$ cat config.mk
export PLATFORM = sky130hd
export DESIGN_NAME = cby_param_ccff
export DESIGN_NICKNAME = d
export VERILOG_FILES = /design/src/rtl/cby_pkg.sv /design/src/rtl/cby_ccff_chain.sv /design/src/rtl/cby_param_ccff.sv
export SDC_FILE = /design/constraint.sdc
export NUM_CORES = 1
export LEC_CHECK = 0
export BUFFER_PORTS_ARGS = -buffer_cell sky130_fd_sc_hd__buf_4
export CORE_MARGIN = 2
export CORE_UTILIZATION = 31
export DETAILED_ROUTE_END_ITERATION = 12
export GPL_TIMING_DRIVEN = 0
export PLACE_DENSITY = 0.79
export SYNTH_ARGS = -nofsm -noshare
export SYNTH_HDL_FRONTEND = slang
export SYNTH_SLANG_ARGS = --single-unit
$ cat constraint.sdc
create_clock -name prog_clk -period 1.4 [get_ports prog_clk]
set_clock_uncertainty 0.05 [all_clocks]
set_input_delay 0.21 -clock prog_clk [delete_from_list [all_inputs] [get_ports prog_clk]]
set_output_delay 0.21 -clock prog_clk [all_outputs]
set_load 0.01 [all_outputs]
$ cat src/rtl/cby_pkg.sv
// Shared types and elaboration-time helpers for the parametrised Y connection block.
package cby_pkg;

    typedef enum logic [1:0] {
        UNCFG   = 2'd0,
        LOADING = 2'd1,
        DONE    = 2'd2
    } cfg_state_t;

    localparam int DEF_CHAN_WIDTH = 20;
    localparam int DEF_NUM_IPIN   = 1;
    localparam int DEF_MUX_SIZE   = 10;
    localparam int DEF_TAP_STRIDE = 2;

    // Select width per mux; a 2-input mux still needs one bit.
    function automatic int sel_width(input int mux_size);
        return (mux_size < 2) ? 1 : $clog2(mux_size);
    endfunction

    // Track feeding input j of pin p; even/odd j share a track (bottom/top side).
    function automatic int tap_track(input int p, input int j, input int stride, input int width);
        return (p + (j >> 1) * stride) % width;
    endfunction

endpackage

$ cat src/rtl/cby_ccff_chain.sv
// Configuration-chain segment: serial shift register, shifted-bit counter and load FSM.
//
// state   | meaning
// --------+-----------------------------------------------------------
// UNCFG   | after reset, nothing shifted yet, cfg_done low
// LOADING | shifting in progress, cnt = bits taken so far
// DONE    | cnt == CFG_BITS, segment programmed, cfg_done high
module cby_ccff_chain
    import cby_pkg::*;
#(
    parameter int CFG_BITS = 4
) (
    input  logic                prog_clk_i,
    input  logic                prog_reset_i,
    input  logic                ccff_head_i,
    input  logic                shift_en_i,
    output logic [CFG_BITS-1:0] cfg_o,
    output logic                ccff_tail_o,
    output logic                cfg_done_o
);

    localparam int               CNT_W    = $clog2(CFG_BITS + 1);
    localparam logic [CNT_W-1:0] CNT_ONE  = CNT_W'(1);
    localparam logic [CNT_W-1:0] CNT_FULL = CNT_W'(CFG_BITS);

    logic [CFG_BITS-1:0] cfg_q, cfg_d;
    logic [CNT_W-1:0]    cnt_q, cnt_d;
    cfg_state_t          state_q, state_d;

    always_ff @(posedge prog_clk_i) begin
        if (prog_reset_i) begin
            cfg_q   <= '0;
            cnt_q   <= '0;
            state_q <= UNCFG;
        end else begin
            cfg_q   <= cfg_d;
            cnt_q   <= cnt_d;
            state_q <= state_d;
        end
    end

    // Bit 0 takes the head; the top bit falls out as the tail.
    always_comb begin
        cfg_d = cfg_q;
        if (shift_en_i) begin
            cfg_d = CFG_BITS'({cfg_q, ccff_head_i});
        end
    end

    always_comb begin
        state_d = state_q;
        cnt_d   = cnt_q;
        case (state_q)
            UNCFG, DONE: begin
                // A shift out of DONE is a reconfiguration and restarts the count.
                if (shift_en_i) begin
                    cnt_d   = CNT_ONE;
                    state_d = (CNT_ONE == CNT_FULL) ? DONE : LOADING;
                end
            end
            LOADING: begin
                if (shift_en_i) begin
                    cnt_d   = cnt_q + CNT_ONE;
                    state_d = (cnt_d == CNT_FULL) ? DONE : LOADING;
                end
            end
            default: begin
                state_d = UNCFG;
                cnt_d   = '0;
            end
        endcase
    end

    assign cfg_o       = cfg_q;
    assign ccff_tail_o = cfg_q[CFG_BITS-1];
    assign cfg_done_o  = (state_q == DONE);

endmodule

$ cat src/rtl/cby_param_ccff.sv
// Parametrised Y connection block: track pass-through, per-pin tap muxes gated by cfg_done.
// Optional CBY_IPIN_REG_EN registers the grid pins on prog_clk.
module cby_param_ccff
    import cby_pkg::*;
#(
    parameter int CHAN_WIDTH = DEF_CHAN_WIDTH,
    parameter int NUM_IPIN   = DEF_NUM_IPIN,
    parameter int MUX_SIZE   = DEF_MUX_SIZE,
    parameter int TAP_STRIDE = DEF_TAP_STRIDE
) (
    input  logic                  prog_clk,
    input  logic                  prog_reset,
    input  logic [CHAN_WIDTH-1:0] chany_bottom_in,
    input  logic [CHAN_WIDTH-1:0] chany_top_in,
    input  logic                  ccff_head,
    input  logic                  ccff_shift_en,
    output logic [CHAN_WIDTH-1:0] chany_bottom_out,
    output logic [CHAN_WIDTH-1:0] chany_top_out,
    output logic [NUM_IPIN-1:0]   left_grid_pin,
    output logic                  ccff_tail,
    output logic                  cfg_done
);

    localparam int SEL_W    = sel_width(MUX_SIZE);
    localparam int CFG_BITS = NUM_IPIN * SEL_W;

    if (MUX_SIZE < 2 || MUX_SIZE > 2 * CHAN_WIDTH) begin : g_bad_mux_size
        $error("cby_param_ccff: MUX_SIZE out of range 2..2*CHAN_WIDTH");
    end

    logic [CFG_BITS-1:0] cfg;
    logic [NUM_IPIN-1:0] mux_out;
    logic [NUM_IPIN-1:0] pin_gated;

    assign chany_top_out    = chany_bottom_in;
    assign chany_bottom_out = chany_top_in;

    cby_ccff_chain #(
        .CFG_BITS (CFG_BITS)
    ) u_chain (
        .prog_clk_i   (prog_clk),
        .prog_reset_i (prog_reset),
        .ccff_head_i  (ccff_head),
        .shift_en_i   (ccff_shift_en),
        .cfg_o        (cfg),
        .ccff_tail_o  (ccff_tail),
        .cfg_done_o   (cfg_done)
    );

    for (genvar p = 0; p < NUM_IPIN; p++) begin : g_pin
        logic [MUX_SIZE-1:0] taps;
        logic [SEL_W-1:0]    sel;
        logic                pin_mux;

        for (genvar j = 0; j < MUX_SIZE; j++) begin : g_tap
            localparam int TRK = tap_track(p, j, TAP_STRIDE, CHAN_WIDTH);
            if (j % 2 == 0) begin : g_even
                assign taps[j] = chany_bottom_in[TRK];
            end else begin : g_odd
                assign taps[j] = chany_top_in[TRK];
            end
        end

        assign sel = cfg[p*SEL_W +: SEL_W];

        // Unmatched selects (>= MUX_SIZE) fall through to 0.
        always_comb begin
            pin_mux = 1'b0;
            for (int j = 0; j < MUX_SIZE; j++) begin
                if (int'(sel) == j) begin
                    pin_mux = taps[j];
                end
            end
        end

        assign mux_out[p] = pin_mux;
    end

    assign pin_gated = cfg_done ? mux_out : '0;

`ifdef CBY_IPIN_REG_EN
    logic [NUM_IPIN-1:0] pin_q;

    always_ff @(posedge prog_clk) begin
        if (prog_reset) begin
            pin_q <= '0;
        end else begin
            pin_q <= pin_gated;
        end
    end

    assign left_grid_pin = pin_q;
`else
    assign left_grid_pin = pin_gated;
`endif

endmodule

==> impl_results.md <==
- Place WS: -0.206 ns
- Dpl cell area: approximately 0.0013 mm2
- # DRC: 0
- Yosys warns: 0
- Nets: around 200
- Share of cells above drive strength 1: around 70%
- Achievable frequency: ~530 MHz
- Sw frac: roughly 27%
- Setup CP Type: register to output pin
- WP buf/inv: 1
- Share of power burned in registers: around 36%
- Initial antenna violation count: 0
- Net Sw Power: between 0.0002 and 0.00025 W
- Max Cap Violations: 0
- CORE AREA: approximately 0.0025 mm2
- Static leakage: around 0.66 nW
- Fin area: approximately 0.0013 mm2
- Syn Std Cell Area: about 800 um2
- Final period util: 135%
- Setup TNS: -0.488 ns
- First-pass GRT wire length: between 2 and 3 mm
- CP peak stage delay: 0.38 ns
- Die W: 54.9 um
- Fill cell count: 220
- Crit-path slowest cell: a221o_1
- Crit end category: output pin
- Status: finished, violations left
- Initial drt markers: 10
- Post-DP HPWL: approximately 1.7 mm
- Source of the worst hold timing path: ccff_head
- Worst EP arrival: between 1.5 and 2 ns
- N_diodes: 0
- Row Count: 18
- Hold Path Depth: 3
- Minimum clock period: roughly 1.9 ns
- CTS max path bufs: 2
- Hold endpoint: u_chain.cfg_o[0]
- Ports: 87
- Final Power: between 0.0007 and 0.0008 W
- Failing checks: setup timing
- Clock slew at reported path FFs: 0.06 ns
- Critical Path Start Type: register
- WL/cell: roughly 11 um
- RSZ-0062 raised after global routing: yes
- Largest net degree at the start of global routing: 11
- Vias in the first global route: 630
- Req. time, crit path: between 1 and 1.5 ns
- Setup Viol. Count Final: 1
- Commonest non-fill, non-tap cell in the layout: buf_4
- Most frequent cells in the layout: buf_4 (95), nor2_1 (10), mux2i_1 (7), dfxtp_1 (7)
- WL final: between 1.5 and 2 mm
- PortBufs: 54
- Power Dens Cells: about 600 mW/mm2
- CTS H-Tree Depth: 1
- Peak supply drop: 0.000344 V
- Syn nets: 140
- Initial Util: roughly a third
- Synthesis-stage register bit count: 9
- CTS Buf Count: 3
- Int Power: about 0.00056 W
- Clk pwr share: about a quarter
- Synth unique cells: 26
- DR vias: between 700 and 800
- CP Cell Sequence: mux2i_1 > a221o_1 > a2111oi_4 > buf_4
- Reg2Reg Setup Slack: ~0.050 ns
- Worst r2r src: u_chain.cnt_q[0]
- Final Hold Fails: 0
- Delay-heaviest family, CP: compound AO/OA/AOI/OAI gates
- Global route overflow: 0
- Post-DRT Antenna Nets: 0
- Final worst slack: -0.488 ns
- Clock Latency Late Sink: between 0.2 and 0.3 ns
- Final Wtd Congestion: ~0.74
- Combinational power share: 37.5%
- RR Endpoint: u_chain.state_q[1]
- FF-to-FF path depth: 4
- Die Y-Extent: around 55 um
- Via density: about 4.4
- Pre-Repair DR Iteration Count: 4
- Clk sinks: 9
- Die area: 0.00301 mm2
- Crit-path max FO: 4
- Gr usage total: between 10% and 20%
- Root Buffer: clkbuf_4
- Hold crit path type: input pin to register
- Fin. max-slew vios: 0
- Least-Margin Pin Slew: around 0.43 ns
- Syn_area_per_cell: about 8.5 um2
- Worst-case hold slack: ~0.13 ns
- Seq/Total Area, Yosys: 22.4%
- Post-Synthesis Cells: 94
- TritonCTS clock tree: built
- Layout Area Growth over Synthesis: 60.6%
- Relative slew slack: 71.2%
[cells by family after synthesis]
kind of cell | share of synthesized area [%]
xor+xnor | 1.09
flops | 22.4
buf+inv | 40.8
simple gates | 10.9
fa+ha+maj | 3.11
compound gates | 9.66
mux | 12.0
[power by group through the flow]
stage	logic [W]	clock network, W	registers, W
floorplan	0.000170	0	0.000276
global placement	0.000290	0	0.000276
detailed placement	0.000297	0	0.000278
CTS	0.000293	0.000209	0.000277
global route	0.000311	0.000218	0.000280
finish	0.000289	0.000204	0.000278
[worst max-delay path by stage]
stage               depth (start not counted)             to  slack, ns              from
floorplan                                   4  left_grid_pin      -0.06  u_chain.cfg_o[0]
global placement                            5  left_grid_pin      -0.20  u_chain.cfg_o[0]
detailed placement                          5  left_grid_pin      -0.21  u_chain.cfg_o[0]
CTS                                         5  left_grid_pin      -0.49  u_chain.cfg_o[0]
global route                                4  left_grid_pin      -0.56  u_chain.cfg_o[0]
finish                                      4  left_grid_pin      -0.49  u_chain.cfg_o[0]
[per-stage QoR]
stage	util, %	std cells
2_1_floorplan	-	94
3_3_place_gp	50.8	178
3_5_place_dp	50.8	178
4_1_cts	51.7	181
5_1_grt	52.1	181
6_report	52.1	181
[what timing repair did]
| item | in CTS | in global routing |
|---|---|---|
| pin swaps | 0 | 2 |
| hold buffers | 0 | 0 |
| buffers inserted | 0 | 1 |
| resized for setup | 2 | 6 |
| endpoints found under the setup margin | 2 | 3 |
[registers in the layout, summed over array words and instances (netlist names)]
register and count:
u_chain.state_q 2, u_chain.cfg_o 4, u_chain.cnt_q 3
[synth_stat cells (all sizes together)]
| cell type | n | share of area [%] |
|---|---|---|
| and3b | 1 | 1.1 |
| nand3b | 1 | 0.93 |
| a2111oi | 2 | 3.0 |
| o31a | 1 | 1.1 |
| o21ai | 1 | 0.62 |
| ha | 2 | 3.1 |
| mux4 | 1 | 3.3 |
| nor3b | 1 | 0.93 |
| inv | 1 | 0.47 |
| a21oi | 3 | 1.9 |
| dfxtp | 9 | 22 |
| clkbuf | 1 | 0.47 |
| a221o | 1 | 1.2 |
| nand2 | 4 | 1.9 |
| buf | 43 | 40 |
| or3 | 1 | 0.78 |
| nor2 | 10 | 4.7 |
| mux2i | 7 | 8.7 |
| xnor2 | 1 | 1.1 |
| nand3 | 1 | 0.62 |
| a211oi | 1 | 0.93 |
| a22oi | 1 | 0.93 |
[worst reg2reg max path, stage by stage, from the launching register on]
cell and delay (ns):
dfxtp_1 0.39, ha_2 0.23, xnor2_1 0.08, or3_1 0.37, a21oi_1 0.14
[cell type report]
class                           count  area, um2  area share, %
Inverter                            1       3.75          0.291
Clock buffer                        4       26.3           2.04
Buffer                             42        309           24.0
Sequential cell                     9        185           14.4
Multi-Input combinational cell     40        315           24.4
Timing Repair Buffer               55        413           32.0
Tap cell                           30       37.5           2.91
[metal layers]
metal | wire length, um | vias to the layer above | track usage (%)
met4 | 0 | 0 | 2.44
met5 | 0 | - | 0
li1 | - | 387 | -
met1 | 583 | 353 | 9.67
met3 | 278 | 0 | 4.03
met2 | 1140 | 52 | 25.2
Power figures use the tool's default switching activity.
